**src/rtl/hazard_ctrl.sv**
```systemverilog
// ---------------------------------------------------------------------------
// hazard_ctrl
//
// Pipeline hazard controller for a five-stage datapath.
//   * Detects load-use hazards between ID and EX and freezes PC / IF/ID while
//     injecting bubbles into ID/EX for LOAD_STALL_CYCLES cycles.
//   * Resolves taken branches in MEM: selects the branch target and flushes
//     IF/ID, ID/EX and EX/MEM. A taken branch always wins over a stall.
//   * Keeps saturating counters of stall cycles and taken-branch flushes.
//
// Parameters
//   LOAD_STALL_CYCLES  bubbles per load-use hazard (1..3)
//   CNT_W              performance counter width
//
// Ports
//   clk, rst                       clock, asynchronous active-high reset
//   IDEX_MemRead, IDEX_Rt          load in EX and its destination register
//   IFID_Rs, IFID_Rt, IFID_UsesRt  source registers of the instruction in ID
//   EXMEM_Branch, EXMEM_Zero       branch in MEM and its latched zero flag
//   PCWrite, IFIDWrite             update enables for PC and IF/ID
//   IDEXBubble                     zero the ID/EX control bits
//   IFIDFlush, IDEXFlush, EXMEMFlush  per-register flushes
//   PCSrc                          select branch target for next PC
//   Stalled                        controller is in its STALL state
//   StallCount, FlushCount         saturating activity counters
// ---------------------------------------------------------------------------
module hazard_ctrl #(
    parameter int LOAD_STALL_CYCLES = 1,
    parameter int CNT_W             = 16
) (
    input  logic             clk,
    input  logic             rst,
    input  logic             IDEX_MemRead,
    input  logic [4:0]       IDEX_Rt,
    input  logic [4:0]       IFID_Rs,
    input  logic [4:0]       IFID_Rt,
    input  logic             IFID_UsesRt,
    input  logic             EXMEM_Branch,
    input  logic             EXMEM_Zero,
    output logic             PCWrite,
    output logic             IFIDWrite,
    output logic             IDEXBubble,
    output logic             IFIDFlush,
    output logic             IDEXFlush,
    output logic             EXMEMFlush,
    output logic             PCSrc,
    output logic             Stalled,
    output logic [CNT_W-1:0] StallCount,
    output logic [CNT_W-1:0] FlushCount
);

    typedef enum logic {
        RUN   = 1'b0,
        STALL = 1'b1
    } state_t;

    // The detection cycle is the first stall cycle and the STALL state exits
    // when rem hits zero, so STALL is loaded with (length - 2).
    localparam logic [1:0] REM_INIT =
        (LOAD_STALL_CYCLES > 1) ? 2'(LOAD_STALL_CYCLES - 2) : 2'd0;

    state_t     state_reg, state_next;
    logic [1:0] rem_reg, rem_next;

    logic take;
    logic haz;

    assign take = EXMEM_Branch & EXMEM_Zero;
    assign haz  = IDEX_MemRead & (IDEX_Rt != 5'd0) &
                  ((IDEX_Rt == IFID_Rs) | (IFID_UsesRt & (IDEX_Rt == IFID_Rt)));

    // ---------------------------------------------------------------------
    // State register
    // ---------------------------------------------------------------------
    always_ff @(posedge clk or posedge rst) begin
        if (rst) begin
            state_reg <= RUN;
            rem_reg   <= 2'd0;
        end else begin
            state_reg <= state_next;
            rem_reg   <= rem_next;
        end
    end

    // ---------------------------------------------------------------------
    // Next state. haz is deliberately ignored in STALL: ID/EX already holds
    // a bubble after the first cycle, so only the counter sets the length.
    // ---------------------------------------------------------------------
    always_comb begin
        state_next = state_reg;
        rem_next   = rem_reg;
        case (state_reg)
            RUN: begin
                if (!take && haz && (LOAD_STALL_CYCLES > 1)) begin
                    state_next = STALL;
                    rem_next   = REM_INIT;
                end
            end
            STALL: begin
                // A taken branch flushes the stalled (younger) instruction,
                // so the stall is abandoned.
                if (take || (rem_reg == 2'd0)) begin
                    state_next = RUN;
                end else begin
                    rem_next = rem_reg - 2'd1;
                end
            end
            default: begin
                state_next = RUN;
                rem_next   = 2'd0;
            end
        endcase
    end

    // ---------------------------------------------------------------------
    // Combinational controls. Reset is decoded here as well so the pipeline
    // is frozen for the whole time rst is high, not just after an edge.
    // ---------------------------------------------------------------------
    always_comb begin
        PCWrite    = 1'b0;
        IFIDWrite  = 1'b0;
        IDEXBubble = 1'b0;
        IFIDFlush  = 1'b0;
        IDEXFlush  = 1'b0;
        EXMEMFlush = 1'b0;
        PCSrc      = 1'b0;
        if (rst) begin
            IDEXBubble = 1'b1;
        end else if (take) begin
            PCSrc      = 1'b1;
            PCWrite    = 1'b1;
            IFIDWrite  = 1'b1;
            IFIDFlush  = 1'b1;
            IDEXFlush  = 1'b1;
            EXMEMFlush = 1'b1;
        end else if (((state_reg == RUN) && haz) || (state_reg == STALL)) begin
            IDEXBubble = 1'b1;
        end else begin
            PCWrite   = 1'b1;
            IFIDWrite = 1'b1;
        end
    end

    // Async reset forces RUN immediately, so Stalled drops with rst.
    assign Stalled = (state_reg == STALL);

    // ---------------------------------------------------------------------
    // Saturating activity counters: [0] stall cycles, [1] taken branches.
    // ---------------------------------------------------------------------
    logic [1:0]       cnt_inc;
    logic [CNT_W-1:0] cnt_reg [2];

    assign cnt_inc[0] = IDEXBubble;
    assign cnt_inc[1] = take & ~rst;

    generate
        for (genvar gi = 0; gi < 2; gi++) begin : g_cnt
            always_ff @(posedge clk or posedge rst) begin
                if (rst) begin
                    cnt_reg[gi] <= '0;
                end else if (cnt_inc[gi] && (cnt_reg[gi] != {CNT_W{1'b1}})) begin
                    cnt_reg[gi] <= cnt_reg[gi] + {{(CNT_W-1){1'b0}}, 1'b1};
                end
            end
        end
    endgenerate

    assign StallCount = cnt_reg[0];
    assign FlushCount = cnt_reg[1];

endmodule

```
**config.mk**
```make
export PLATFORM = sky130hd
export DESIGN_NAME = hazard_ctrl
export DESIGN_NICKNAME = d
export VERILOG_FILES = /design/src/rtl/hazard_ctrl.sv
export SDC_FILE = /design/constraint.sdc
export NUM_CORES = 1
export LEC_CHECK = 0
export CORE_ASPECT_RATIO = 0.9
export CORE_MARGIN = 8
export CORE_UTILIZATION = 45
export DETAILED_ROUTE_END_ITERATION = 10
export GPL_ROUTABILITY_DRIVEN = 0
export GPL_TIMING_DRIVEN = 0
export PLACE_DENSITY = 0.83
export SYNTH_ARGS = -nofsm -noshare
export SYNTH_HDL_FRONTEND = slang
export SYNTH_SLANG_ARGS = --single-unit
```
**constraint.sdc**
```tcl
create_clock -name clk -period 2.2 [get_ports clk]
set_clock_uncertainty 0.15 [all_clocks]
set_input_delay 0.22 -clock clk [delete_from_list [all_inputs] [get_ports clk]]
set_output_delay 0.22 -clock clk [all_outputs]
set_load 0.01 [all_outputs]
```
==> impl_metrics.py, run 1 <==
metrics = {
    "sta": {
        "grt_setup_unrepaired": "false",
        "max_slew_margin": 0.5135,
        "drv_slew": 0,
        "fmax_mhz": 468.2,
        "fin_crit_sh": 0.9709,
        "min_period_ns": 2.136,
        "finalSetupViolCount": 0,
        "worst_pin_slew_ns": 0.7287,
        "hold_viol_final": 0,
    },
    "critical_path": {
        "arrival_ns": 1.77,
        "cp_slowest_cell": "nor4_2",
        "worst_setup_path_end_kind": "primary output",
        "slowest_delay_ns": 0.29,
        "required_ns": 1.83,
        "path_cells": "dlygate4sd2_1, xor2_1, nor4_2, a32oi_1, o21ai_4, buf_6, nand2_4, buf_4, buf_2",
        "crit_family": "buffers and inverters",
        "start_kind": "input pin",
        "path_max_fanout": 3,
        "cp.buffers_inverters": 4,
        "critPathKind": "input pin to primary output",
    },
    "detailed_routing": {
        "routed_wl_mm": 4.645,
        "routed_via_density": 5.342,
        "drtIter0Drc": 74,
        "drt-pass1-iter-count": 4,
        "antenna_left": 0,
        "drt-wirelength-per-cell_um": 15.75,
        "num_vias": 1576,
        "drc": 0,
    },
    "logic_synthesis": {
        "async_flop_share": 1.000,
        "syn_area_mm2": 0.001827,
        "synthSimpleGateAreaFrac": 0.2219,
        "synthCells": 174,
        "synthAdderAreaFrac": 0.02055,
        "yosysTopAreaCellShare": 0.4795,
        "ys_types": 31,
        "syn_nets": 198,
        "synth_mux_area_frac": 0.01233,
        "syn_area_per_cell_um2": 10.50,
        "ys_seq_elements": 35,
        "synth_top_family_by_area": "simple AND/OR/NAND/NOR gates",
        "synthTopCellsByArea": "dfrtp_1 (48%), xnor2_1 (12%), xor2_1 (6.7%), nand3_1 (4.1%), nand4_1 (3.1%)",
        "yosysWarnings": 0,
        "synth_compound_area_frac": 0.04658,
        "synth-edff-count": 0,
        "synth_xor_area_frac": 0.1822,
        "ys_seq_area_frac": 0.4795,
        "synth_ff_type": "dfrtp_1",
        "yosysTopAreaCell": "dfrtp_1",
    },
    "placement": {
        "portBuffers": 60,
        "hpwl_mm": 3.286,
        "place_inst": 282,
    },
    "layout": {
        "fin_nets": 270,
        "n_antenna_cell": 0,
        "layout-drive-gt1-share": 0.1417,
        "areaGrowthSynthToFinish_pct": 45.27,
        "layoutNonFillerInstCount": 295,
    },
    "global_routing": {
        "grt_pass1_vias": 1544,
        "grt_max_degree": 36,
        "grt_usage": 0.1446,
        "grt_pass1_wl_mm": 7.507,
        "grt.overflow.total": 0,
        "antenna_found_initial": 0,
    },
    "floorplan": {
        "fp.coreArea_mm2": 0.003991,
        "initial_core_util": 0.4577,
        "die_height_um": 76.45,
        "die_area_mm2": 0.006357,
        "pin_count": 61,
        "std_cell_rows": 22,
        "die_x_um": 83.16,
    },
    "clock_tree": {
        "cts_buffers": 5,
        "cts_tree": "built",
        "cts_max_level": 2,
        "clockRootBuffer": "clkbuf_8",
        "cts.sinks": 35,
        "worstSkewPairLatency_ns": 0.30,
        "clkTransAtPathRegs_ns": 0.07,
        "clockBufferDepth": 2,
    },
    "pwr": {
        "power_density_mw_per_mm2": 790.9,
        "total_power_w": 0.002099,
        "p_leak_nw": 1.163,
        "ir_drop_v": 0.0006229,
    },
    "hold_path": {
        "hold_path_class": "input pin to asynchronous set/reset pin",
    },
    "flow_run": {
        "drv_cap": 0,
    },
    "outcome": {
        "status": "finished, final reports clean",
    },
}
-- cells by family after synthesis --
family,Yosys count
compound gates,10
xor+xnor,38
fa+ha+maj,3
buf+inv,13
flops,35
mux,2
simple gates,73
-- per-stage QoR --
stage | hold WS [ns] | TNS (ns) | cell area [um^2] | setup WS [ns] | utilization
after CTS | 0.3394 | -0.03073 | 2623 | -0.03073 | 0.6571
after floorplan | 0.2243 | 0 | 1827 | 0.2356 | -
after global routing | 0.3501 | 0 | 2654 | 0.001583 | 0.6649
after detailed placement | 0.3272 | -5.601 | 2487 | -0.8663 | 0.6232
after global placement | 0.3129 | -4.358 | 2487 | -0.8185 | 0.6232
final | 0.2648 | 0 | 2654 | 0.06409 | 0.6649
-- worst paths after layout --
check / cells after the start / end / slack, ns / startpoint
max in group asynchronous: 2 / FlushCount[12]$_DFFE_PP0P_ / 1.17 / rst
min in group clk: 1 / rem_reg[0]$_DFFE_PP0P_ / 0.34 / rem_reg[0]$_DFFE_PP0P_
setup / recovery: 9 / PCWrite / 0.06 / IDEX_Rt[1]
hold / removal: 2 / Stalled$_DFF_PP0_ / 0.26 / rst
setup reg to reg: 6 / StallCount[1]$_DFFE_PP0P_ / 0.10 / StallCount[7]$_DFFE_PP0P_
hold reg to reg: 1 / rem_reg[0]$_DFFE_PP0P_ / 0.34 / rem_reg[0]$_DFFE_PP0P_
-- metal layers --
metal / global-route usage / wire [um] / vias up
met2: 0.2253 / 2264 / 57
li1: - / - / 746
met4: 0.06316 / 91 / 0
met3: 0.05876 / 306 / 9
met1: 0.1705 / 1983 / 764
met5: 0 / 0 / -
-- synth_stat cells (2+ instances only) --
cell type  number
and3_4          2
and3_1          7
xnor2_1        24
nand3b_1        2
and4_1          4
inv_2           2
nand3_1        15
nand4_1         9
dfrtp_1        35
inv_1           6
xor2_1         14
buf_4           5
nor3_1          2
nor2_1         13
a21oi_1         4
nand2_1        12
ha_1            3
mux2_1          2
-- cell usage in the layout, fill, tap and decap left out, types with 2 or more instances in the layout --
| cell type | instances |
|---|---|
| a21oi_1 | 4 |
| and3_1 | 7 |
| and3_4 | 2 |
| and4_1 | 4 |
| buf_2 | 3 |
| buf_4 | 9 |
| clkbuf_8 | 6 |
| clkdlybuf4s50_1 | 49 |
| dfrtp_1 | 35 |
| dlygate4sd2_1 | 4 |
| dlymetal6s2s_1 | 2 |
| ha_1 | 3 |
| inv_1 | 5 |
| inv_2 | 2 |
| mux2_1 | 2 |
| nand2_1 | 11 |
| nand3_1 | 15 |
| nand3b_1 | 2 |
| nand4_1 | 9 |
| nor2_1 | 12 |
| xnor2_1 | 24 |
| xor2_1 | 14 |
-- final cells by class --
| type | count | area, um^2 |
|---|---|---|
| plain buffers | 5 | 41.29 |
| clock buffers | 6 | 82.58 |
| clock inverters | 2 | 35.03 |
| fillers | 339 | 1338 |
| inverters | 8 | 32.53 |
| multi-input cells | 126 | 908.4 |
| flip-flops and latches | 35 | 875.8 |
| well taps | 48 | 60.06 |
| repair buffers | 65 | 618.1 |
-- timing repair --
action,CTS,global route
buffers inserted,3,2
pin swaps,3,4
resized for setup,23,8
hold buffers,0,0
endpoints found under the setup margin,6,5
-- where the power goes --
group          switching [W]  internal (W)
Clock               0.000248      0.000367
Combinational       0.000241      0.000341
Sequential          0.000152      0.000750
Power figures use the tool's default switching activity.
==> inputs of run 2 (changes only) <==
Settings changed: GPL_ROUTABILITY_DRIVEN 0 to 1, PLACE_DENSITY 0.83 to unset, PLACE_DENSITY_LB_ADDON set to 0.25.
Clock period 2.2 ns to 2.18 ns, I/O delays scaled along.
==> run 2 against run 1 <==
  * Final cell count is the same
  * Clock-buffer cell count stayed put
  * Die area stayed put
  * Utilization is 0.85 points lower
  * Critical path type unchanged
  * Largest cell class unchanged
  * Largest power group unchanged
  * Highest routed layer unchanged
==> impl_metrics.py, run 2 (synthesis results as in run 1) <==
metrics = {
    "clock_tree": {
        "clockBufferDepth": 2,
        "cts.sinks": 35,
        "clockRootBuffer": "clkbuf_8",
        "clkTransAtPathRegs_ns": 0.07,
        "worstSkewPairLatency_ns": 0.29,
        "cts_buffers": 5,
        "ctsHoldBuffers": 0,
        "cts_max_level": 2,
        "cts_tree": "built",
    },
    "global_routing": {
        "grt.overflow.total": 0,
        "grt_max_degree": 36,
        "grt_pass1_wl_mm": 7.493,
        "antenna_found_initial": 0,
        "grt_usage": 0.1404,
        "grt_pass1_vias": 1556,
    },
    "detailed_routing": {
        "drt-pass1-iter-count": 4,
        "antenna_left": 0,
        "drc": 0,
        "drt-wirelength-per-cell_um": 15.45,
        "routed_wl_mm": 4.558,
        "routed_via_density": 5.278,
        "drtIter0Drc": 63,
        "num_vias": 1557,
    },
    "floorplan": {
        "fp.coreArea_mm2": 0.003991,
        "initial_core_util": 0.4577,
        "die_area_mm2": 0.006357,
        "die_x_um": 83.16,
        "std_cell_rows": 22,
        "pin_count": 61,
        "die_height_um": 76.45,
    },
    "sta": {
        "fin_crit_sh": 0.9771,
        "drv_slew": 0,
        "finalSetupViolCount": 0,
        "min_period_ns": 2.130,
        "hold_viol_final": 0,
        "max_slew_margin": 0.5150,
        "grt_setup_unrepaired": "false",
        "worst_pin_slew_ns": 0.7264,
        "fmax_mhz": 469.5,
        "tns_ns": 0,
    },
    "critical_path": {
        "rr_worst_depth": 6,
        "critPathKind": "input pin to primary output",
        "crit_family": "buffers and inverters",
        "path_max_fanout": 3,
        "cpMostUsedCell": "buf_6",
        "arrival_ns": 1.76,
        "cp.buffers_inverters": 4,
        "required_ns": 1.81,
        "worstReg2RegStart": "StallCount[7]$_DFFE_PP0P_",
        "r2r_end": "StallCount[1]$_DFFE_PP0P_",
        "path_cells": "clkdlybuf4s15_1, xor2_1, nor4_1, a32oi_1, o21ai_4, buf_6, nand2_4, buf_4, buf_6",
        "slowest_delay_ns": 0.33,
        "start_kind": "input pin",
        "cp_slowest_cell": "nor4_1",
        "worst_setup_path_end_kind": "primary output",
        "r2r_setup_slack_ns": 0.12,
    },
    "placement": {
        "hpwl_mm": 3.369,
        "gp_congestion": 0.7391,
        "portBuffers": 60,
        "dpl_cell_area_mm2": 0.002487,
    },
    "pwr": {
        "p_leak_nw": 1.153,
        "power_density_mw_per_mm2": 743.3,
        "ir_drop_v": 0.0005240,
    },
    "hold_path": {
        "hold_path_class": "input pin to asynchronous set/reset pin",
    },
    "layout": {
        "layout_commonest_cell": "clkdlybuf4s50_1",
        "final_cell_area_mm2": 0.002620,
        "n_fill_cell": 344,
        "layout-drive-gt1-share": 0.1457,
        "n_antenna_cell": 0,
        "fin_nets": 270,
        "final_cell_mix": "clkdlybuf4s50_1 (45), dfrtp_1 (35), xnor2_1 (24), nand3_1 (15), xor2_1 (14)",
        "areaGrowthSynthToFinish_pct": 43.42,
    },
    "flow_run": {
        "drv_cap": 0,
    },
    "outcome": {
        "status": "finished, final reports clean",
    },
}
## run 2: final cells by class
| type | count | area, um^2 | area share |
|---|---|---|---|
| Clock inverter | 2 | 12.51 | 0.004776 |
| Inverter | 8 | 32.53 | 0.01242 |
| Sequential cell | 35 | 875.8 | 0.3343 |
| Timing Repair Buffer | 65 | 616.8 | 0.2354 |
| Buffer | 5 | 41.29 | 0.01576 |
| Clock buffer | 6 | 72.57 | 0.02770 |
| Tap cell | 48 | 60.06 | 0.02292 |
| Multi-Input combinational cell | 126 | 908.4 | 0.3467 |
## run 2: where the power goes
part           internal (W)  switching (W)
clock              0.000223       0.000240
combinational      0.000345       0.000241
sequential         0.000757       0.000142
total               0.00133       0.000622
## run 2: repair_timing
action	4_1_cts	5_1_grt
resized for setup	27	10
pin swaps	4	3
setup endpoints to repair	6	5
buffers inserted	4	1
## run 2: worst max-delay path by stage
stage / startpoint / end / slack [ns] / depth (start not counted)
6_report: IDEX_Rt[3] / PCWrite / 0.05 / 9
5_1_grt: IDEX_Rt[3] / PCWrite / 0.002 / 9
4_1_cts: IFID_Rt[1] / PCWrite / 0.02 / 9
3_5_place_dp: IDEX_Rt[1] / PCWrite / -0.85 / 9
3_3_place_gp: IDEX_Rt[1] / PCWrite / -0.84 / 9
2_1_floorplan: StallCount[7]$_DFFE_PP0P_ / StallCount[1]$_DFFE_PP0P_ / 0.22 / 6
## run 2: worst register-to-register path, stage by stage (launching register included)
cell and delay (ns):
dfrtp_1 0.44, and4_4 0.22, and3_4 0.18, and3_4 0.19
a31oi_4 0.30, nand2_1 0.15, mux2_1 0.32
## run 2: stage by stage
stage | utilization | setup WS (ns) | cells | hold slack, ns | power, W
after CTS | 0.6549 | 0.01876 | 294 | 0.3388 | 0.001962
after global placement | 0.6232 | -0.8436 | 282 | 0.3129 | 0.001475
after floorplan | - | 0.2156 | 174 | 0.2223 | 0.001150
final | 0.6564 | 0.04992 | 295 | 0.2806 | 0.001948
after detailed placement | 0.6232 | -0.8467 | 282 | 0.3247 | 0.001495
after global routing | 0.6564 | 0.002472 | 295 | 0.3483 | 0.002058
## run 2: routing by layer
metal	global-route usage	part of all wire	vias up
met4	0.04211	0.0086	0
li1	-	-	742
met2	0.2479	0.53	43
met5	0	0	-
met3	0.04167	0.050	4
met1	0.1578	0.41	768
==> inputs of run 3 (changes only) <==
Settings changed: SETUP_SLACK_MARGIN set to 0.3, TNS_END_PERCENT set to 20.
==> run 3 against run 2 <==
  * The run now ends with hold timing left
  * Total power is 2.4% higher
  * Flip-flop and latch count stayed put
  * Worst setup slack better by 0.11 ns
  * Via count is 0.26% lower
  * Wire length is 2.4% higher
  * Cell area is 3.5% higher
  * Utilization is 2.3 points higher
  * Highest routed layer unchanged
  * Final cell count is 1.4% higher
  * First-iteration DRC count is 4.8% lower
==> impl_metrics.py, run 3 (synthesis results as in run 1) <==
metrics = {
    "sta": {
        "fmax_mhz": 494.6,
        "min_period_ns": 2.022,
        "drv_slew": 0,
        "fin_crit_sh": 0.9275,
        "hold_viol_final": 35,
        "max_slew_margin": 0.5200,
        "finalSetupViolCount": 0,
        "grt_setup_unrepaired": "true",
        "worst_pin_slew_ns": 0.7189,
        "hold_slack_ns": -0.04300,
        "fin_ws_ns": 0.1581,
    },
    "floorplan": {
        "std_cell_rows": 22,
        "pin_count": 61,
        "die_height_um": 76.45,
        "die_x_um": 83.16,
        "die_area_mm2": 0.006357,
        "initial_core_util": 0.4577,
        "fp.coreArea_mm2": 0.003991,
    },
    "detailed_routing": {
        "drt-wirelength-per-cell_um": 15.61,
        "routed_wl_mm": 4.666,
        "num_vias": 1553,
        "drt-pass1-iter-count": 5,
        "drc": 0,
        "routed_via_density": 5.194,
        "drtIter0Drc": 60,
        "antenna_left": 0,
    },
    "critical_path": {
        "slowest_delay_ns": 0.44,
        "required_ns": 2.20,
        "crit_family": "simple AND/OR/NAND/NOR gates",
        "start_kind": "register",
        "critPathKind": "register to register",
        "cp_slowest_cell": "dfrtp_2",
        "cp.buffers_inverters": 0,
        "path_max_fanout": 9,
        "worst_setup_path_end_kind": "register",
        "cpMostUsedCell": "and3_4",
        "path_cells": "and4_4, and3_4, and3_4, a31oi_4, nand2_2, mux2_4",
        "arrival_ns": 2.04,
    },
    "placement": {
        "dpl_cell_area_mm2": 0.002495,
        "gp_congestion": 0.7598,
        "pre_cts_ws_ns": -0.8471,
        "portBuffers": 60,
        "hpwl_mm": 3.304,
    },
    "layout": {
        "areaGrowthSynthToFinish_pct": 48.49,
        "n_fill_cell": 324,
        "fin_nets": 274,
        "n_antenna_cell": 0,
        "final_cell_area_mm2": 0.002713,
        "layout_commonest_cell": "clkdlybuf4s50_1",
        "final_cell_mix": "clkdlybuf4s50_1 (37), dfrtp_1 (32), xnor2_1 (24), nand3_1 (15), xor2_1 (14)",
        "layout-drive-gt1-share": 0.2072,
        "final_core_util": 0.6796,
    },
    "global_routing": {
        "grt_pass1_wl_mm": 7.652,
        "busiest_layer": "met2",
        "use_met2": 0.2393,
        "met1_usage": 0.1707,
        "grt_pass1_vias": 1600,
        "grt.overflow.total": 0,
        "grt.met3_usage": 0.04274,
        "antenna_found_initial": 0,
        "grt_usage": 0.1433,
        "grt_max_degree": 36,
    },
    "clock_tree": {
        "clockRootBuffer": "clkbuf_8",
        "clkTransAtPathRegs_ns": 0.08,
        "cts_max_level": 2,
        "ctsHoldBuffers": 0,
        "cts_buffers": 5,
        "clockBufferDepth": 2,
        "worstSkewPairLatency_ns": 0.29,
        "cts.sinks": 35,
        "cts_tree": "built",
    },
    "outcome": {
        "violations": "hold timing",
        "status": "complete, but fails checks",
    },
    "flow_run": {
        "drv_cap": 0,
    },
    "pwr": {
        "ir_drop_v": 0.0007050,
        "power_density_mw_per_mm2": 735.5,
        "p_leak_nw": 1.220,
    },
    "hold_path": {
        "hold_path_class": "input pin to asynchronous set/reset pin",
    },
}
run 3: cell count changes in the layout (fill, tap and decap cells not counted), moves of 2 or more:
| cell | before | now |
|---|---|---|
| dfrtp_1 | 35 | 32 |
| dfrtp_2 | 0 | 3 |
| buf_2 | 2 | 5 |
| dlymetal6s2s_1 | 2 | 4 |
| dlygate4sd2_1 | 4 | 9 |
| clkdlybuf4s50_1 | 45 | 37 |
| buf_6 | 2 | 4 |
run 3: final cells by class:
cell class	count	area, um^2	share of cell area
inverters	8	32.53	0.01199
multi-input cells	126	965.9	0.3561
clock buffers	6	72.57	0.02675
well taps	48	60.06	0.02214
clock inverters	2	12.51	0.004613
repair buffers	69	648.1	0.2389
plain buffers	5	41.29	0.01522
flip-flops and latches	35	879.6	0.3243
run 3: stage by stage:
stage                     cells  hold WS (ns)  total power [W]  setup TNS [ns]
final                       299      -0.04300         0.001995               0
after global routing        299       0.03795         0.002123               0
after CTS                   295        0.3319         0.001976               0
after detailed placement    282        0.3178         0.001511          -5.608
after global placement      282        0.3131         0.001488          -5.483
after floorplan             174        0.2222         0.001165               0
run 3: where the power goes:
group	switching (W)	leakage [nW]	internal [W]	total, W
logic	0.000256	0.720	0.000374	0.000630
clock network	0.000242	0.0412	0.000223	0.000466
registers	0.000140	0.458	0.000759	0.000900
total	0.000639	1.22	0.00136	0.00200
run 3: repair_timing:
action,in CTS,in global routing
buffers inserted,5,4
resized for setup,55,15
endpoints found under the setup margin,27,34
pin swaps,11,3
run 3: worst paths after layout:
kind	start	endpoint	slack [ns]	cells after the start
max	StallCount[7]$_DFFE_PP0P_	StallCount[1]$_DFFE_PP0P_	0.16	6
min	rst	FlushCount[5]$_DFFE_PP0P_	-0.04	2
max reg2reg	StallCount[7]$_DFFE_PP0P_	StallCount[1]$_DFFE_PP0P_	0.16	6
min reg2reg	rem_reg[0]$_DFFE_PP0P_	rem_reg[0]$_DFFE_PP0P_	0.33	1
max in group asynchronous	rst	StallCount[7]$_DFFE_PP0P_	1.40	2
min in group clk	EXMEM_Zero	Stalled$_DFF_PP0_	0.20	4
run 3: routing by layer:
layer  vias to the layer above  wire [um]
li1                        748          -
met2                        38       2429
met4                         0         20
met1                       763       2002
met3                         4        214
met5                         -          0
